--- src/rtl/rr_interval_if.sv ---
// Signal bundle between the R-peak detector and the RR-interval stage.
// The detector side drives r_peak; the interval stage drives every measurement output.
interface rr_interval_if #(
   parameter int CNT_W = 12
);
   logic             r_peak;
   logic             beat;
   logic [CNT_W-1:0] rr_out;
   logic             rr_valid;
   logic [CNT_W-1:0] rr_avg;
   logic             avg_valid;
   logic             asystole;
   logic             reject;

   modport master (
      output r_peak,
      input  beat, rr_out, rr_valid, rr_avg, avg_valid, asystole, reject
   );

   modport slave (
      input  r_peak,
      output beat, rr_out, rr_valid, rr_avg, avg_valid, asystole, reject
   );
endinterface

--- src/rtl/rr_interval.sv ---
// Beat-to-beat interval measurement with refractory blanking, asystole timeout
// and a running average over the last four intervals (one clk = one ECG sample).
module rr_interval #(
   parameter int CNT_W   = 12,
   parameter int REFRACT = 50,
   parameter int MAX_RR  = 500
) (
   input  logic         clk,
   input  logic         rst,
   rr_interval_if.slave bus
);
   typedef enum logic [1:0] {IDLE, REFR, RUN} state_t;

   localparam logic [CNT_W-1:0] REFR_LAST = CNT_W'(REFRACT - 1);
   localparam logic [CNT_W-1:0] MAX_C     = CNT_W'(MAX_RR);
   localparam logic [CNT_W-1:0] MAX_LAST  = CNT_W'(MAX_RR - 1);

   state_t                 state_q, state_d;
   logic [CNT_W-1:0]       cnt_q, cnt_d;
   logic                   r_q;
   logic                   pk_edge;
   logic                   accept, refr_rej, timeout, measure;

   logic [CNT_W-1:0]       hist_q [0:3];
   logic [CNT_W+1:0]       sum_q, sum_d;
   logic [2:0]             fill_q;

   logic                   beat_q, rr_valid_q, reject_q, avg_valid_q, asystole_q;
   logic [CNT_W-1:0]       rr_out_q, rr_avg_q;

   assign pk_edge = bus.r_peak & ~r_q;

   always_ff @(posedge clk or negedge rst) begin
      if (!rst) begin
         state_q <= IDLE;
         cnt_q   <= '0;
         r_q     <= 1'b0;
      end else begin
         state_q <= state_d;
         cnt_q   <= cnt_d;
         r_q     <= bus.r_peak;
      end
   end

   always_comb begin
      state_d = state_q;
      case (state_q)
         IDLE:    if (pk_edge) state_d = REFR;
         REFR:    if (!pk_edge && cnt_q >= REFR_LAST) state_d = RUN;
         RUN:     if (pk_edge) state_d = REFR;
                  else if (cnt_q >= MAX_LAST) state_d = IDLE;
         default: state_d = IDLE;
      endcase
   end

   // Decision strobes; the timeout fires on the cycle the counter would reach MAX_RR, and an edge there wins.
   always_comb begin
      accept   = 1'b0;
      refr_rej = 1'b0;
      timeout  = 1'b0;
      case (state_q)
         IDLE:    accept = pk_edge;
         REFR:    refr_rej = pk_edge;
         RUN:     if (pk_edge) accept = 1'b1;
                  else if (cnt_q >= MAX_LAST) timeout = 1'b1;
         default: ;
      endcase
   end

   assign measure = accept && (state_q == RUN);

   always_comb begin
      cnt_d = cnt_q;
      if (accept)
         cnt_d = CNT_W'(1);
      else if (state_q != IDLE && cnt_q < MAX_C)
         cnt_d = cnt_q + CNT_W'(1);
   end

   // Slot 3 is the oldest interval; it reads zero until four have been pushed.
   assign sum_d = sum_q + {2'b00, cnt_q} - {2'b00, hist_q[3]};

   always_ff @(posedge clk or negedge rst) begin
      if (!rst) begin
         for (int i = 0; i < 4; i++) hist_q[i] <= '0;
         sum_q       <= '0;
         fill_q      <= '0;
         beat_q      <= 1'b0;
         rr_valid_q  <= 1'b0;
         reject_q    <= 1'b0;
         avg_valid_q <= 1'b0;
         asystole_q  <= 1'b0;
         rr_out_q    <= '0;
         rr_avg_q    <= '0;
      end else begin
         beat_q     <= accept;
         rr_valid_q <= measure;
         reject_q   <= refr_rej;
         if (accept) asystole_q <= 1'b0;
         if (measure) begin
            hist_q[0] <= cnt_q;
            for (int i = 1; i < 4; i++) hist_q[i] <= hist_q[i-1];
            sum_q       <= sum_d;
            rr_out_q    <= cnt_q;
            rr_avg_q    <= sum_d[CNT_W+1:2];
            fill_q      <= (fill_q == 3'd4) ? 3'd4 : fill_q + 3'd1;
            avg_valid_q <= (fill_q >= 3'd3);
         end else if (timeout) begin
            for (int i = 0; i < 4; i++) hist_q[i] <= '0;
            sum_q       <= '0;
            fill_q      <= '0;
            avg_valid_q <= 1'b0;
            rr_avg_q    <= '0;
            asystole_q  <= 1'b1;
         end
      end
   end

   assign bus.beat      = beat_q;
   assign bus.rr_valid  = rr_valid_q;
   assign bus.reject    = reject_q;
   assign bus.rr_out    = rr_out_q;
   assign bus.rr_avg    = rr_avg_q;
   assign bus.avg_valid = avg_valid_q;
   assign bus.asystole  = asystole_q;
endmodule

--- src/flat_wrapper.sv ---
// flat-port wrapper written by rule: the top's interface ports become plain ports
module rr_interval_flat 
#(
   parameter int CNT_W   = 12,
   parameter int REFRACT = 50,
   parameter int MAX_RR  = 500
)
  (clk, rst, bus_r_peak, bus_beat, bus_rr_out, bus_rr_valid, bus_rr_avg, bus_avg_valid, bus_asystole, bus_reject);
  rr_interval_if #(.CNT_W(CNT_W)) bus_i ();
  input  logic clk;
  input  logic rst;
  input wire logic [$bits(bus_i.r_peak)-1:0] bus_r_peak;
  output wire logic [$bits(bus_i.beat)-1:0] bus_beat;
  output wire logic [$bits(bus_i.rr_out)-1:0] bus_rr_out;
  output wire logic [$bits(bus_i.rr_valid)-1:0] bus_rr_valid;
  output wire logic [$bits(bus_i.rr_avg)-1:0] bus_rr_avg;
  output wire logic [$bits(bus_i.avg_valid)-1:0] bus_avg_valid;
  output wire logic [$bits(bus_i.asystole)-1:0] bus_asystole;
  output wire logic [$bits(bus_i.reject)-1:0] bus_reject;
  assign bus_i.r_peak = bus_r_peak;
  assign bus_beat = bus_i.beat;
  assign bus_rr_out = bus_i.rr_out;
  assign bus_rr_valid = bus_i.rr_valid;
  assign bus_rr_avg = bus_i.rr_avg;
  assign bus_avg_valid = bus_i.avg_valid;
  assign bus_asystole = bus_i.asystole;
  assign bus_reject = bus_i.reject;
  rr_interval #(.CNT_W(CNT_W), .REFRACT(REFRACT), .MAX_RR(MAX_RR)) u_core (.clk(clk), .rst(rst), .bus(bus_i));
endmodule
--- config.mk ---
export PLATFORM = sky130hd
export DESIGN_NAME = rr_interval_flat
export DESIGN_NICKNAME = d
export VERILOG_FILES = /design/src/rtl/rr_interval_if.sv /design/src/rtl/rr_interval.sv /design/src/flat_wrapper.sv
export SDC_FILE = /design/constraint.sdc
export NUM_CORES = 1
export LEC_CHECK = 0
export ABC_AREA = 1
export BUFFER_PORTS_ARGS = -buffer_cell sky130_fd_sc_hd__buf_2
export CAP_MARGIN = 25
export CORE_MARGIN = 5
export CORE_UTILIZATION = 45
export DETAILED_ROUTE_END_ITERATION = 8
export PLACE_DENSITY = 0.71
export SYNTH_ARGS = -nofsm -noshare
export SYNTH_HDL_FRONTEND = slang
export SYNTH_SLANG_ARGS = --single-unit
--- constraint.sdc ---
create_clock -name clk -period 3.7 [get_ports clk]
set_clock_uncertainty 0.1 [all_clocks]
set_input_delay 0.185 -clock clk [delete_from_list [all_inputs] [get_ports clk]]
set_output_delay 0.185 -clock clk [all_outputs]
set_load 0.02 [all_outputs]
==> reports/results.tsv, run 1 <==
metric	value	unit
max_cap_violations	0	
overflow	0	
cts_made_buffers	9	
syn_to_final_growth	9.24	%
slew_headroom	0.335	
syn_area	5400	µm²
slew_violations	0	
nets	709	
start_util	0.453	
cts_tree	yes	
setup_viol	0	
postCtsSetupBuffers	0	
synth.avg_cell_area	8.18	µm²
ant_nets	0	
die_height	120	µm
period_minus_slack	2.48	ns
first_pass_iters	7	
grt_pass1_vias	4056	
cp.arrival	2.60	ns
grt_use_total	0.171	
io_pins	32	
diodes	0	
initialDrtViolationCount	338	
coreArea	11900	µm²
final_cells	825	
portBuffers	31	
fillers	1155	
path_class	reg -> reg	
irDropWorstVdd	316	µV
ys_seq_area_frac	0.449	
grt_pass1_wl	19800	µm
register_area	2430	µm²
gp_congestion	0.930	
worstPathMaxFanout	6	
post_drt_wl_per_cell	13.8	µm
dp_hpwl	7930	µm
synth_top_area_share	0.449	
htree_num_levels	3	
worstMarginPinSlew	0.997	ns
cts_sinks	97	
synth_fp_nets	695	
min_path_type	reg -> reg	
ys_warn_count	0	
antenna_found_initial	0	
synthDistinctLibCells	28	
final-hold-violation-count	0	
p_per_area	852	nW/µm²
dieArea	14300	µm²
worstSetupEndpointType	register	
yosysTopAreaCell	dfrtp_1	
clk_latency	0.34	ns
p_total	5.03	mW
final_layout_size_suffix_gt1_frac	0.130	
power_leakage	3.33	nW
multi_input_area	2390	µm²
cts_root_buf	clkbuf_16	
rsz0062_at_grt	no	
cts.path.max_buffers	2	
viasPerCell	5.01	
fp.dieW	120	µm
placed_cells	808	
required	3.82	ns
cts.clk_slew.worst_paths	0.07	ns
status	finished clean	
routed_wl	11400	µm
syn_inst	660	
ys_top_cells_by_area	dfrtp_1, nand2_1, inv_1	
rows	40	
grt_max_degree	69	
cp-start-kind	register	
period_share	0.670	
ctsResizeCount	0	
drc	0	
vias	4132	
ys_ff_latch	97	
fin_setup_tns	0	ns
max_freq	403	MHz
==> worst max-delay path, cell delays in order, from the launching register on <==
cell and delay [ns]:
dfrtp_1 0.48, inv_1 0.13, fa_1 0.50, inv_1 0.04, ha_1 0.35, nand2_1 0.11
nor2_1 0.18, nand3_1 0.11, nand3_1 0.15, nand2_1 0.07, nand2_1 0.06, o21ai_1 0.06
==> cell families after synthesis <==
family	after synthesis	synth area share
xor gates and xnor gates	5	0.00811
adders and majority gates	32	0.0908
buffers and inverters	131	0.108
AOI/OAI and AO/OA	32	0.0306
and+or+nand+nor	363	0.313
DFF	97	0.449
==> worst paths after layout <==
check                      depth (start not counted)  slack (ns)            startpoint              endpoint
setup / recovery                                  11        1.22       u_core.cnt_q[6]      u_core.sum_q[10]
hold / removal                                     2        0.37  u_core.bus.rr_out[0]  u_core.bus.rr_out[0]
setup reg to reg                                  11        1.22       u_core.cnt_q[6]      u_core.sum_q[10]
hold reg to reg                                    2        0.37  u_core.bus.rr_out[0]  u_core.bus.rr_out[0]
max in group asynchronous                          3        2.17                   rst     u_core.hist_q[25]
min in group asynchronous                          2        0.40                   rst       u_core.sum_q[9]
==> Yosys cell counts (all sizes together) <==
master  number
nand3       94
xor2         3
clkbuf       4
and2         1
nand3b       2
xnor2        2
nor2        26
o21ai       19
nand2      229
nor3         5
ha          20
o31ai        1
buf         31
a21oi       11
fa          12
nand4        6
dfrtp       97
inv         96
a22oi        1
==> area by class of cell <==
cell class                 instances  area share
sequential                        97       0.411
inverter                          96      0.0611
multi-input combinational        432       0.405
clock inverter                     6      0.0168
clock buffer                       9      0.0382
tap                              147      0.0312
timing repair buffer              38      0.0365
==> state kept, by name, indices dropped and copies added, names as in the netlist <==
register and count:
u_core.hist_q 48, u_core.sum_q 14, u_core.bus.rr_out 12, u_core.cnt_q 12
u_core.fill_q 3, u_core.state_q 2, u_core.bus.asystole 1, u_core.bus.avg_valid 1
u_core.bus.beat 1, u_core.bus.reject 1, u_core.bus.rr_valid 1, u_core.r_q 1
==> layer usage <==
layer | vias to the layer above | global-route usage | share of wire
li1 | 2066 | - | -
met1 | 1941 | 0.234 | 0.46
met2 | 109 | 0.278 | 0.48
met3 | 16 | 0.0349 | 0.042
met4 | 0 | 0.0444 | 0.015
met5 | - | 0 | 0
==> power by group <==
group          leakage, nW  total, mW  switching, mW  internal [mW]
Sequential            1.31       1.54          0.215           1.32
Combinational         1.87       2.47           1.61          0.868
Clock                0.156       1.02          0.418          0.601
Total                 3.33       5.03           2.24           2.79
==> through the flow <==
stage                     setup slack (ns)  cell area (µm²)  utilization  hold WS (ns)
after floorplan                       1.48             5400            -        -0.211
after global placement                1.30             5560        0.466         0.207
after detailed placement              1.25             5560        0.466         0.211
after CTS                             1.22             5900        0.495         0.376
after global routing                  1.00             5900        0.495         0.396
final                                 1.22             5900        0.495         0.373
==> layout by cell type, fill, tap and decap left out, types with 10 or more instances in the layout <==
cell	count
o21ai_1	10
buf_2	30
nor2_1	25
fa_1	12
nand3_1	63
nand3_2	31
dfrtp_1	97
a21oi_1	11
inv_1	95
nand2_1	227
ha_1	20
==> timing repair <==
item,CTS,global route
endpoints found under the setup margin,0,0
hold buffers,2,0
endpoints found under the hold margin,68,0
No activity file was read; power rests on OpenSTA's default activity.
==> run 2, diff against run 1 <==
- PLACE_DENSITY: 0.71 -> 0.73
- clock period: 3.7 -> 2.1 ns (I/O delays scaled with it)
==> run 2 against run 1 <==
  * The flow now finishes with violations (setup timing)
  * Die area stayed put
  * Via count is 8.3% higher
  * Global-route usage is 1.6 points higher
  * Routed wire length is 11% higher
  * Combinational power grew to 3.0 times the previous value
  * Worst hold slack worse by 0.23 ns
  * Worst setup slack worse by 1.4 ns
  * Critical path type unchanged
  * Largest cell class is now multi-input gates
  * Largest power group unchanged
==> reports/results.tsv, run 2 (same netlist as run 1, synthesis figures left out) <==
metric	value	unit	change
syn_to_final_growth	25.4	%	
utilization	0.569		+0.0734
highest_layer	met4		
cts_made_buffers	9		unchanged
p_per_area	1710	nW/µm²	+100%
cts.path.max_buffers	2		unchanged
antenna_found_initial	0		unchanged
routed_wl	12500	µm	+11%
fp.dieW	120	µm	unchanged
p_total	11.6	mW	+130%
vias	4477		+8.3%
period_minus_slack	2.24	ns	-0.244 ns
htree_num_levels	3		unchanged
slew_violations	0		unchanged
clk_latency	0.36	ns	+0.02 ns
hold_ws	0.144	ns	-0.229 ns
design_area	6770	µm²	+15%
required	2.24	ns	-1.58 ns
irDropWorstVdd	794	µV	+150%
reg2reg_depth	10		-1
layout_commonest_cell	nand2_1		
cts.clk_slew.worst_paths	0.08	ns	about the same
ant_nets	0		unchanged
final_cells	894		+8.4%
rows	40		unchanged
io_pins	32		unchanged
path_class	reg -> reg		
dieArea	14300	µm²	unchanged
grt_pass1_vias	4546		+12%
start_util	0.453		unchanged
overflow	0		unchanged
status	finished, violations left		
cts_sinks	97		unchanged
final_layout_size_suffix_gt1_frac	0.308		+0.178
nets	777		+9.6%
placed_cells	866		+7.2%
max_freq	447	MHz	+11%
failed_checks	setup timing		
most-common-layout-cells	nand2_1, dfrtp_1, inv_1, buf_4, nand3_1		
worstSetupEndpointType	register		
layout_setup_ws	-0.136	ns	-1.36 ns
dr_wl_met2	6250	µm	+14%
largest_reg_flops	48		unchanged
grt_use_total	0.186		+0.0156
portBuffers	31		unchanged
coreArea	11900	µm²	unchanged
grt_max_degree	50		-28%
post_drt_wl_per_cell	14.0	µm	+2.0%
cts_root_buf	clkbuf_16		
dp_hpwl	8620	µm	+8.7%
cts_tree	yes		
grt_pass1_wl	21500	µm	+8.7%
diodes	0		unchanged
wl_met3	491	µm	+3.4%
cp-start-kind	register		
largest_register	u_core.hist_q		
die_height	120	µm	unchanged
viasPerCell	5.01		about the same
max_cap_violations	0		unchanged
placed_area	6060	µm²	+9.1%
gp_congestion	0.885		-4.8%
first_pass_iters	4		-3
initialDrtViolationCount	262		-22%
rsz0062_at_grt	yes		
final-hold-violation-count	0		unchanged
wl_met1	5580	µm	+6.9%
drc	0		unchanged
worstMarginPinSlew	0.463	ns	-0.534 ns
slew_headroom	0.692		+0.356
period_share	1.06		+0.394
setup_viol	9		+9
worstPathMaxFanout	4		-2
cp.arrival	2.38	ns	-0.22 ns
reg.largest.list	u_core.hist_q: 48 flops, u_core.sum_q: 14 flops		
min_path_type	in -> async		
power_leakage	3.73	nW	+12%
[run 2: cell types whose count changed in the layout (fill, tap and decap cells not counted), moves of 4 or more]
cell | previous run | this run
ha_4 | 0 | 11
nand2_2 | 2 | 21
buf_4 | 6 | 67
a21oi_1 | 11 | 7
a21oi_2 | 0 | 4
nor2_1 | 25 | 19
nand2_1 | 227 | 204
nand3_1 | 63 | 54
ha_1 | 20 | 8
inv_2 | 1 | 17
nand3_2 | 31 | 38
nand2_4 | 0 | 4
inv_1 | 95 | 79
[run 2: final timing paths]
check | to | slack (ns) | start
worst max-delay path | u_core.sum_q[6] | -0.14 | u_core.sum_q[1]
worst min-delay path | u_core.sum_q[3] | 0.14 | rst
worst max register to register | u_core.sum_q[6] | -0.14 | u_core.sum_q[1]
worst min register to register | u_core.bus.rr_out[0] | 0.37 | u_core.bus.rr_out[0]
max in group asynchronous | u_core.bus.rr_out[6] | 1.10 | rst
min in group clk | u_core.r_q | 0.30 | bus_r_peak
[run 2: worst max-delay path: stages, from the launching register on]
cell	delay, ns
dfrtp_1	0.37
inv_2	0.05
fa_1	0.56
inv_2	0.06
fa_2	0.37
nand3_2	0.12
nand3_4	0.10
nand2_2	0.09
nand2_2	0.07
xnor2_2	0.15
o21ai_1	0.07
[run 2: area by class of cell]
class / instances / area (µm²)
Clock buffer: 10 / 239
Clock inverter: 6 / 57.6
Inverter: 96 / 360
Sequential cell: 97 / 2430
Tap cell: 147 / 184
Multi-Input combinational cell: 432 / 2720
Timing Repair Buffer: 106 / 782
Fill cell: 1035 / 5140
[run 2: report_power, final]
part	switching (mW)	internal, mW	total (mW)
Clock	0.787	0.863	1.65
Combinational	4.05	3.24	7.29
Sequential	0.305	2.33	2.63
[run 2: through the flow]
stage / setup TNS, ns / worst slack, ns
2_1_floorplan: 0 / 0.000711
3_3_place_gp: -0.895 / -0.208
3_5_place_dp: -1.27 / -0.174
4_1_cts: -0.589 / -0.0853
5_1_grt: -1.89 / -0.254
6_report: -0.712 / -0.136
[run 2: timing repair]
action	4_1_cts	5_1_grt
endpoints found under the hold margin	32	0
resized for setup	31	51
setup endpoints to repair	11	19
pin swaps	13	32
cloned	0	0
buffers inserted	3	7
hold buffers	2	0
[run 2: per-layer routing]
layer,track usage,up-vias
met5,0,-
met4,0.0573,0
met3,0.0434,24
met2,0.315,94
li1,-,2207
met1,0.238,2152
